--- src/rtl/sdram_pkg.sv ---
// Shared definitions for the SDRAM test-path command sequencer: command
// encodings, progress codes, sequence slot indices and the slot lookup.
package sdram_pkg;

    localparam int CMD_W = 4;

    // {cs_n, ras_n, cas_n, we_n}
    localparam logic [3:0] CMD_NOP       = 4'b0111;
    localparam logic [3:0] CMD_ACTIVE    = 4'b0011;
    localparam logic [3:0] CMD_WRITE     = 4'b0100;
    localparam logic [3:0] CMD_READ      = 4'b0101;
    localparam logic [3:0] CMD_PRECHARGE = 4'b0010;

    // Progress codes reported on cmd_sent
    localparam logic [1:0] SENT_NONE = 2'b00;
    localparam logic [1:0] SENT_WR   = 2'b01;
    localparam logic [1:0] SENT_RD   = 2'b10;
    localparam logic [1:0] SENT_DONE = 2'b11;

    // Slot indices with side effects on the progress code
    localparam logic [2:0] SLOT_WRITE = 3'd1;
    localparam logic [2:0] SLOT_READ  = 3'd4;
    localparam logic [2:0] SLOT_LAST  = 3'd5;

    typedef enum logic [1:0] {
        ST_IDLE,
        ST_ISSUE,
        ST_WAIT,
        ST_DONE
    } state_e;

    // Fixed write/read-back sequence; out-of-range slots map to NOP.
    function automatic logic [3:0] slot_cmd(input logic [2:0] slot);
        logic [3:0] c;
        case (slot)
            3'd0:    c = CMD_ACTIVE;
            3'd1:    c = CMD_WRITE;
            3'd2:    c = CMD_PRECHARGE;
            3'd3:    c = CMD_ACTIVE;
            3'd4:    c = CMD_READ;
            3'd5:    c = CMD_PRECHARGE;
            default: c = CMD_NOP;
        endcase
        return c;
    endfunction

endpackage

--- src/rtl/sdram_command.sv ---
// SDRAM test-path command sequencer. After init completes it claims the
// command bus and steps through a six-command write/read-back sequence,
// advancing one command per cmd_done handshake. All outputs are registered.
module sdram_command
    import sdram_pkg::*;
#(
    parameter int CMD_W = 4
) (
    input  logic             clk,
    input  logic             rst,
    input  logic             cmd_done,
    input  logic             init_comp,
    output logic [CMD_W-1:0] cmd,
    output logic             switch,
    output logic [1:0]       cmd_sent
);

    state_e           state_q;
    logic [2:0]       slot_q;
    logic [2:0]       slot_d;
    logic [CMD_W-1:0] cmd_q;
    logic             switch_q;
    logic [1:0]       sent_q;

    // Candidate slot for the next command once the current one has timed out
    assign slot_d = slot_q + 3'd1;

    // Sequencer FSM: commands are driven for exactly the ISSUE cycle, so the
    // next command is loaded on the same edge that enters ISSUE.
    always_ff @(posedge clk or posedge rst) begin
        if (rst) begin
            state_q  <= ST_IDLE;
            slot_q   <= 3'd0;
            cmd_q    <= CMD_W'(CMD_NOP);
            switch_q <= 1'b0;
            sent_q   <= SENT_NONE;
        end else begin
            case (state_q)
                ST_IDLE: begin
                    cmd_q <= CMD_W'(CMD_NOP);
                    if (init_comp) begin
                        state_q  <= ST_ISSUE;
                        slot_q   <= 3'd0;
                        cmd_q    <= CMD_W'(slot_cmd(3'd0));
                        switch_q <= 1'b1;
                    end
                end
                // cmd_done is deliberately ignored here so a held level
                // cannot skip a slot.
                ST_ISSUE: begin
                    state_q <= ST_WAIT;
                    cmd_q   <= CMD_W'(CMD_NOP);
                end
                ST_WAIT: begin
                    cmd_q <= CMD_W'(CMD_NOP);
                    if (cmd_done) begin
                        if (slot_q == SLOT_LAST) begin
                            state_q <= ST_DONE;
                            sent_q  <= SENT_DONE;
                        end else begin
                            state_q <= ST_ISSUE;
                            slot_q  <= slot_d;
                            cmd_q   <= CMD_W'(slot_cmd(slot_d));
                            if (slot_d == SLOT_WRITE) sent_q <= SENT_WR;
                            if (slot_d == SLOT_READ)  sent_q <= SENT_RD;
                        end
                    end
                end
                // Terminal: only reset leaves DONE.
                default: begin
                    state_q <= ST_DONE;
                    cmd_q   <= CMD_W'(CMD_NOP);
                end
            endcase
        end
    end

    assign cmd      = cmd_q;
    assign switch   = switch_q;
    assign cmd_sent = sent_q;

endmodule

--- config.mk ---
export PLATFORM = sky130hd
export DESIGN_NAME = sdram_command
export DESIGN_NICKNAME = d
export VERILOG_FILES = /design/src/rtl/sdram_pkg.sv /design/src/rtl/sdram_command.sv
export SDC_FILE = /design/constraint.sdc
export NUM_CORES = 1
export LEC_CHECK = 0
export ABC_AREA = 1
export CELL_PAD_IN_SITES_DETAIL_PLACEMENT = 1
export CELL_PAD_IN_SITES_GLOBAL_PLACEMENT = 2
export CORE_UTILIZATION = 31
export CTS_BUF_LIST = sky130_fd_sc_hd__clkbuf_16
export CTS_CLUSTER_SIZE = 16
export DETAILED_ROUTE_END_ITERATION = 10
export GPL_TIMING_DRIVEN = 1
export PLACE_DENSITY = 0.85
export SYNTH_ARGS = -nofsm -noshare
export SYNTH_HDL_FRONTEND = slang
export SYNTH_SLANG_ARGS = --single-unit
--- constraint.sdc ---
create_clock -name clk -period 4.19 [get_ports clk]
set_clock_uncertainty 0.2 [all_clocks]
set_input_delay 0.419 -clock clk [delete_from_list [all_inputs] [get_ports clk]]
set_output_delay 0.419 -clock clk [all_outputs]
set_load 0.05 [all_outputs]
==> impl_metrics.tcl, run 1 <==
set metrics [dict create \
    post_cts_hold_buffer_count 0 \
    worstPathArrival_ns 1.54 \
    clock_insertion_delay_worst_skew_ns 0.24 \
    remaining_drc_errors 0 \
    final_hold_viol_count 0 \
    insertedDiodeCount 0 \
    finalCritPeriodShare_pct 51.51 \
    num_vias 579 \
    floorplan.die_area_sq_mm 0.002383 \
    post_drt_wl_per_cell_microns 11.67 \
    timing_worst_slew_pin_value_ns 0.5024 \
    grt_antenna_before_repair 0 \
    critical_path.max_stage_delay_ns 0.79 \
    synth_area_leaders "sky130_fd_sc_hd__dfrtp_1, sky130_fd_sc_hd__ha_1, sky130_fd_sc_hd__nand2_1" \
    finalCriticalPeriod_ns 2.158 \
    drt-total-wl_mm 1.482 \
    ys_warn_count 0 \
    drtPass1Iterations 2 \
    mappedNetlistNets 99 \
    num_rows 16 \
    final-setup-viol-count 0 \
    tritoncts "yes" \
    slew_viol_final 0 \
    critical_path.startpoint_type "flop" \
    critical-path-top-delay-family "buffers and inverters" \
    post-place-cells 123 \
    path_cells "clkdlybuf4s50_1" \
    timing.setup.tns_ns 0 \
    critical_path.max_fanout 1 \
    synth.cell_area_sq_um 679.4 \
    worstSetupEndpointType "output port" \
    synth.ff_latch_count 11 \
    most-common-layout-cells "sky130_fd_sc_hd__nand2_1, sky130_fd_sc_hd__inv_1, sky130_fd_sc_hd__nor2_1" \
    synth_largest_type_area_fraction_pct 29.47 \
    count_of_different_cell_masters_after_synthesis 18 \
    cts_repair_resize_count 0 \
    chipWidth_microns 48.82 \
    syn_avg_cell_area_sq_um 7.720 \
    postSynthCellCount 88 \
    synth_top_cell_by_area "sky130_fd_sc_hd__dfrtp_1" \
    layout.cell_area.non_filler_sq_um 874.6 \
    boundaryPins 11 \
    worstPathBufferInverterCount 1 \
    cap_viol_max_count 0 \
    ant_nets 0 \
    crit_slowest_cell "sky130_fd_sc_hd__clkdlybuf4s50_1" \
    powerDensity_mw_per_mm2 694.7 \
    cts_made_buffers 3 \
    first_iter_violations 5 \
    placeable_core_region_sq_mm 0.002002 \
    grt_pass1_wl_mm 2.718 \
    run_status "complete, no violations" \
    cts_sinks 11 \
    cts_root_buffer "sky130_fd_sc_hd__clkbuf_16" \
    vias_in_the_first_global_route 612 \
    layout.filler_cells 265 \
    num-nets-final 112 \
    most_common_library_cell_in_the_layout_ignoring_fill_and_taps "sky130_fd_sc_hd__nand2_1" \
    post_dp_cell_area_sq_um 795.8 \
    io_buffers 9 \
    grt_max_degree 12 \
    synth_sequential_area_ratio_pct 41.07 \
    cts-htree-levels 1 \
    final_layout_size_suffix_gt1_share_pct 10.00 \
    fmax_mhz 463.3 \
    hp-class "reg2reg" \
    grt.overflow.total 0 \
    globalplace.congestion 0.7342 \
    global_route.usage.total_pct 15.76 \
    floorplan.initialDensity_pct 33.94 \
    crit_type "reg2out" \
    cellLeakagePower_nw 0.4571 \
    clock_path_buffers 2 \
    maxSlewHeadroom_pct 66.40 \
    layoutNonFillerInstCount 127 \
    avgViaCountPerCell 4.559 \
    post_cts_buffers 0 \
    cp_data_required_time_ns 3.57 \
    place.detailed.hpwl_mm 1.113 \
    area_growth_syn_to_layout_pct 28.73 \
    overall_die_height_microns 48.82 \
    cts.clk_slew.worst_paths_ns 0.04 \
    unrepaired_setup_endpoints_after_global_routing "false" \
    ir_worst_vdd_v 0.0002869 \
]
-- power by group --
group          switching, W  total (W)  leakage [nW]  internal (W)
Clock             0.0000466   0.000172        0.0423      0.000125
Combinational      0.000181   0.000268         0.285     0.0000870
Sequential        0.0000231   0.000168         0.130      0.000145
-- logic make-up after synthesis --
| family | share of synthesized area, % |
|---|---|
| buffers and inverters | 10.50 |
| AOI/OAI and AO/OA | 3.683 |
| other | 0.5520 |
| adders and majority gates | 12.89 |
| DFF | 41.07 |
| and+or+nand+nor | 31.31 |
-- synthesized netlist by cell type (all sizes together) --
cell    count
nor2       14
nand4       3
nand3b      1
or2         1
inv        17
o21ai       3
dfrtp       8
o211a       1
buf         1
nand2      24
nand3       4
dfstp       3
ha          7
conb        1
-- state kept, by name (all words and copies together), names as in the netlist --
register and flops:
cmd_sent 2, cmd 3, slot_q 3, switch 1
state_q 2
-- layer usage --
metal  vias up  GRT usage (%)  share of wire [%]
met5         -              0                  0
met4         0          7.353                1.5
met3         2          5.919                4.9
met2         9          29.40                 56
met1       279          15.07                 37
li1        289              -                  -
-- final timing paths --
path	startpoint	endpoint	slack, ns	cells past startpoint
max in group asynchronous	rst	cmd[2]	3.18	2
worst min-delay path	switch	switch	0.26	1
worst min register to register	switch	switch	0.26	1
worst max-delay path	cmd[1]	cmd[1]	2.03	1
min in group asynchronous	rst	cmd_sent[1]	0.28	2
worst max register to register	slot_q[0]	cmd[2]	2.27	7
-- metrics by stage --
| step | worst slack, ns | hold slack [ns] | util, % | total power [W] |
|---|---|---|---|---|
| after floorplan | 2.497 | 0.06929 | - | 0.0003661 |
| after global placement | 2.292 | 0.2468 | 39.75 | 0.0004283 |
| after detailed placement | 2.276 | 0.2649 | 39.75 | 0.0004379 |
| after CTS | 2.024 | 0.2733 | 43.69 | 0.0006177 |
| after global routing | 2.007 | 0.2986 | 43.69 | 0.0006566 |
| final | 2.032 | 0.2633 | 43.69 | 0.0006076 |
-- area by class of cell --
| class | count | area [sq um] | area share, % |
|---|---|---|---|
| inverter | 17 | 63.81 | 7.296 |
| sequential | 11 | 279.0 | 31.90 |
| timing repair buffer | 9 | 90.09 | 10.30 |
| clock inverter | 1 | 3.754 | 0.4292 |
| tap | 27 | 33.78 | 3.863 |
| multi-input combinational | 59 | 329.1 | 37.63 |
| clock buffer | 3 | 75.07 | 8.584 |
Note: power is estimated with default switching activity, not from simulation.
==> run 2: changes to the inputs <==
--- a/config.mk
+++ b/config.mk
@@ -8,12 +8,12 @@
 export ABC_AREA = 1
 export CELL_PAD_IN_SITES_DETAIL_PLACEMENT = 1
 export CELL_PAD_IN_SITES_GLOBAL_PLACEMENT = 2
-export CORE_UTILIZATION = 31
+export CORE_UTILIZATION = 29
 export CTS_BUF_LIST = sky130_fd_sc_hd__clkbuf_16
 export CTS_CLUSTER_SIZE = 16
 export DETAILED_ROUTE_END_ITERATION = 10
 export GPL_TIMING_DRIVEN = 1
-export PLACE_DENSITY = 0.85
+export PLACE_DENSITY = 0.81
 export SYNTH_ARGS = -nofsm -noshare
 export SYNTH_HDL_FRONTEND = slang
 export SYNTH_SLANG_ARGS = --single-unit
==> constraint.sdc (replaced) <==
create_clock -name clk -period 2.26 [get_ports clk]
set_clock_uncertainty 0.2 [all_clocks]
set_input_delay 0.226 -clock clk [delete_from_list [all_inputs] [get_ports clk]]
set_output_delay 0.226 -clock clk [all_outputs]
set_load 0.05 [all_outputs]
==> impl_metrics.tcl, run 2 (synthesized netlist as in run 1, its figures left out) <==
set metrics [dict create \
    post_cts_buffers 0 \
    layoutNonFillerInstCount 128 \
    slew_viol_final 0 \
    io_buffers 9 \
    hp-class "in2async" \
    drt-total-wl_mm 1.430 \
    unrepaired_setup_endpoints_after_global_routing "false" \
    chipWidth_microns 50.40 \
    run_status "complete, no violations" \
    ant_nets 0 \
    global_route.usage.total_pct 14.64 \
    clock_path_buffers 2 \
    most-common-layout-cells "sky130_fd_sc_hd__nand2_1, sky130_fd_sc_hd__inv_1, sky130_fd_sc_hd__nor2_1" \
    grt_max_degree 12 \
    worstPathBufferInverterCount 1 \
    area_growth_syn_to_layout_pct 28.91 \
    path_cells "clkdlybuf4s50_1" \
    cts-htree-levels 1 \
    crit-reg2reg-capture "cmd[2]" \
    critical_path.max_stage_delay_ns 0.79 \
    drtPass1Iterations 1 \
    worstPathArrival_ns 1.54 \
    crit_type "reg2out" \
    place.detailed.hpwl_mm 1.117 \
    grt_antenna_before_repair 0 \
    final-setup-viol-count 0 \
    vias_in_the_first_global_route 624 \
    powerDensity_mw_per_mm2 1284 \
    num_vias 561 \
    cellLeakagePower_nw 0.4571 \
    grt_pass1_wl_mm 2.663 \
    critical-path-top-delay-family "buffers and inverters" \
    layout.cell_area.non_filler_sq_um 875.8 \
    globalplace.congestion 0.7543 \
    insertedDiodeCount 0 \
    total_design_power_w 0.001124 \
    cts_sinks 11 \
    post_drt_wl_per_cell_microns 11.17 \
    overall_die_height_microns 50.40 \
    critical_path.startpoint_type "flop" \
    cp_data_required_time_ns 1.83 \
    tritoncts "yes" \
    regToRegSetupSlack_ns 0.40 \
    finalCritPeriodShare_pct 86.80 \
    critical_path.max_fanout 1 \
    crit_slowest_cell "sky130_fd_sc_hd__clkdlybuf4s50_1" \
    floorplan.die_area_sq_mm 0.002540 \
    worstSetupEndpointType "output port" \
    grt.overflow.total 0 \
    cts.clk_slew.worst_paths_ns 0.04 \
    num_rows 17 \
    timing.setup.tns_ns 0 \
    boundaryPins 11 \
    floorplan.initialDensity_pct 30.71 \
    placeable_core_region_sq_mm 0.002212 \
    num-nets-final 112 \
    post_cts_hold_buffer_count 0 \
    avgViaCountPerCell 4.383 \
    cts_made_buffers 3 \
    cts_root_buffer "sky130_fd_sc_hd__clkbuf_16" \
    final_layout_size_suffix_gt1_share_pct 10.00 \
    r2r-start "slot_q[0]" \
    most_common_library_cell_in_the_layout_ignoring_fill_and_taps "sky130_fd_sc_hd__nand2_1" \
    fmax_mhz 509.8 \
    post_dp_cell_area_sq_um 797.0 \
    cap_viol_max_count 0 \
    final_hold_viol_count 0 \
    cts_repair_resize_count 0 \
    post-place-cells 124 \
    ir_worst_vdd_v 0.0005223 \
    first_iter_violations 0 \
    clock_insertion_delay_worst_skew_ns 0.24 \
    remaining_drc_errors 0 \
    finalCriticalPeriod_ns 1.962 \
    r2r_cells 7 \
]
## run 2: cell counts in the layout (fill, tap and decap cells not counted)
No cell type changed its count.
## run 2: final cells by class
type | count | area, sq um
Fill cell | 280 | 1336
Multi-Input combinational cell | 59 | 329.1
Sequential cell | 11 | 279.0
Timing Repair Buffer | 9 | 90.09
Clock buffer | 3 | 75.07
Inverter | 17 | 63.81
Tap cell | 28 | 35.03
Clock inverter | 1 | 3.754
## run 2: per-stage QoR
| step | hold slack [ns] | utilization [%] | worst slack, ns |
|---|---|---|---|
| 4_1_cts | 0.1114 | 39.59 | 0.2871 |
| 5_1_grt | 0.1605 | 39.59 | 0.2355 |
| 6_report | 0.09121 | 39.59 | 0.2983 |
| 3_5_place_dp | 0.2566 | 36.03 | 0.4254 |
| 3_3_place_gp | 0.2463 | 36.03 | 0.4887 |
| 2_1_floorplan | -0.1237 | - | 0.5675 |
## run 2: how the worst max path moves through the flow
stage                     cells past startpoint       from  slack, ns      to
after floorplan                               7  slot_q[0]       0.57  cmd[2]
after global placement                        7  slot_q[0]       0.49  cmd[2]
after detailed placement                      7  slot_q[0]       0.43  cmd[2]
after global routing                          7  slot_q[0]       0.24  cmd[2]
final                                         1     cmd[0]       0.30  cmd[0]
after CTS                                     1     cmd[0]       0.29  cmd[0]
## run 2: power by group
part / switching [W] / leakage [nW] / internal [W]
Combinational: 0.000333 / 0.285 / 0.000162
Clock: 0.0000868 / 0.0423 / 0.000232
Sequential: 0.0000425 / 0.130 / 0.000269
Total: 0.000462 / 0.457 / 0.000663
## run 2: metal layers
metal  global-route usage [%]  wire length, microns  vias to the layer above
met5                        0                     0                        -
met4                    6.944                    25                        0
met3                    4.545                    48                        2
met2                    25.78                   744                       10
met1                    15.76                   612                      261
li1                         -                     -                      288
==> run 3: changes to the inputs <==
--- a/config.mk
+++ b/config.mk
@@ -14,6 +14,7 @@
 export DETAILED_ROUTE_END_ITERATION = 10
 export GPL_TIMING_DRIVEN = 1
 export PLACE_DENSITY = 0.81
+export RECOVER_POWER = 100
 export SYNTH_ARGS = -nofsm -noshare
 export SYNTH_HDL_FRONTEND = slang
 export SYNTH_SLANG_ARGS = --single-unit
==> impl_metrics.tcl, run 3 (synthesized netlist as in run 1, its figures left out) <==
set metrics [dict create \
    cts_made_buffers 3 \
    final_layout_size_suffix_gt1_share_pct 7.000 \
    grt.overflow.total 0 \
    worstPathArrival_ns 1.60 \
    crit-reg2reg-capture "cmd[0]" \
    cap_viol_max_count 0 \
    ir_worst_vdd_v 0.0004794 \
    area_growth_syn_to_layout_pct 26.70 \
    finalCriticalPeriod_ns 2.029 \
    num_vias 564 \
    vias_in_the_first_global_route 624 \
    r2r-start "slot_q[0]" \
    seq_area_sq_um 279.0 \
    critical-path-top-delay-family "buffers and inverters" \
    cellLeakagePower_nw 0.4452 \
    critical_path.max_stage_delay_ns 0.86 \
    placeable_core_region_sq_mm 0.002212 \
    run_status "complete, no violations" \
    ant_nets 0 \
    maxSlewHeadroom_pct 66.81 \
    floorplan.initialDensity_pct 30.71 \
    fmax_mhz 492.7 \
    num_rows 17 \
    worstSetupEndpointType "output port" \
    clock_path_buffers 2 \
    post_cts_hold_buffer_count 0 \
    io_buffers 9 \
    global_route.usage.total_pct 14.64 \
    cts-htree-levels 1 \
    most-common-layout-cells "sky130_fd_sc_hd__nand2_1, sky130_fd_sc_hd__inv_1, sky130_fd_sc_hd__nor2_1" \
    floorplan.die_area_sq_mm 0.002540 \
    globalplace.congestion 0.7543 \
    most_common_library_cell_in_the_layout_ignoring_fill_and_taps "sky130_fd_sc_hd__nand2_1" \
    path_cells "dlygate4sd3_1" \
    critical_path.max_fanout 1 \
    powerDensity_mw_per_mm2 1262 \
    cts_sinks 11 \
    timing.setup.tns_ns 0 \
    finalCritPeriodShare_pct 89.80 \
    unrepaired_setup_endpoints_after_global_routing "false" \
    final_hold_viol_count 0 \
    hp-class "in2async" \
    cts_root_buffer "sky130_fd_sc_hd__clkbuf_16" \
    insertedDiodeCount 0 \
    first_iter_violations 0 \
    grt_antenna_before_repair 0 \
    cp_data_required_time_ns 1.83 \
    cts.clk_slew.worst_paths_ns 0.04 \
    num-nets-final 112 \
    slew_viol_final 0 \
    regToRegSetupSlack_ns 0.42 \
    post_cts_buffers 0 \
    post_drt_wl_per_cell_microns 11.14 \
    multiInputGateArea_sq_um 314.1 \
    timing_worst_slew_pin_value_ns 0.4962 \
    remaining_drc_errors 0 \
    overall_die_height_microns 50.40 \
    final-setup-viol-count 0 \
    grt_max_degree 12 \
    grt_pass1_wl_mm 2.663 \
    boundaryPins 11 \
    clock_insertion_delay_worst_skew_ns 0.24 \
    critical_path.startpoint_type "flop" \
    crit_type "reg2out" \
    drtPass1Iterations 1 \
    worstPathBufferInverterCount 1 \
    final_core_utilization_pct 38.91 \
    r2r_cells 7 \
    crit_slowest_cell "sky130_fd_sc_hd__dlygate4sd3_1" \
    layout.cell_area.non_filler_sq_um 860.8 \
    cts_repair_resize_count 0 \
    layout.filler_cells 282 \
    place.detailed.hpwl_mm 1.117 \
    post_dp_cell_area_sq_um 797.0 \
    avgViaCountPerCell 4.406 \
    chipWidth_microns 50.40 \
    tritoncts "yes" \
    drt-total-wl_mm 1.426 \
]
==> run 3: cell type report <==
class / instances / share of cell area, %
Sequential cell: 11 / 32.41
Timing Repair Buffer: 9 / 10.47
Multi-Input combinational cell: 59 / 36.48
Clock inverter: 1 / 0.4360
Tap cell: 28 / 4.070
Inverter: 17 / 7.413
Clock buffer: 3 / 8.721
==> run 3: layer usage <==
layer / global-route usage [%] / up-vias / routed length (microns)
met5: 0 / - / 0
met4: 6.944 / 0 / 22
met3: 4.545 / 2 / 39
met2: 25.78 / 9 / 747
met1: 15.76 / 265 / 617
li1: - / 288 / -
==> run 3: per-stage QoR <==
stage | power [W] | setup WS, ns | hold slack, ns | instances
after floorplan | 0.0006787 | 0.5675 | -0.1237 | 88
after global placement | 0.0008045 | 0.4887 | 0.2463 | 124
after detailed placement | 0.0008098 | 0.4254 | 0.2566 | 124
after CTS | 0.001147 | 0.2871 | 0.1114 | 128
after global routing | 0.001182 | 0.1997 | 0.2845 | 128
final | 0.001086 | 0.2305 | 0.2296 | 128
==> run 3: worst max-delay path by stage <==
stage | from | endpoint | cells after the start
detailed placement | slot_q[0] | cmd[2] | 7
finish | cmd[0] | cmd[0] | 1
global route | cmd[0] | cmd[0] | 1
CTS | cmd[0] | cmd[0] | 1
floorplan | slot_q[0] | cmd[2] | 7
global placement | slot_q[0] | cmd[2] | 7
==> run 3: report_power, final <==
part	internal [W]	switching (W)
clock	0.000232	0.0000857
combinational	0.000141	0.000318
sequential	0.000268	0.0000411
total	0.000641	0.000445
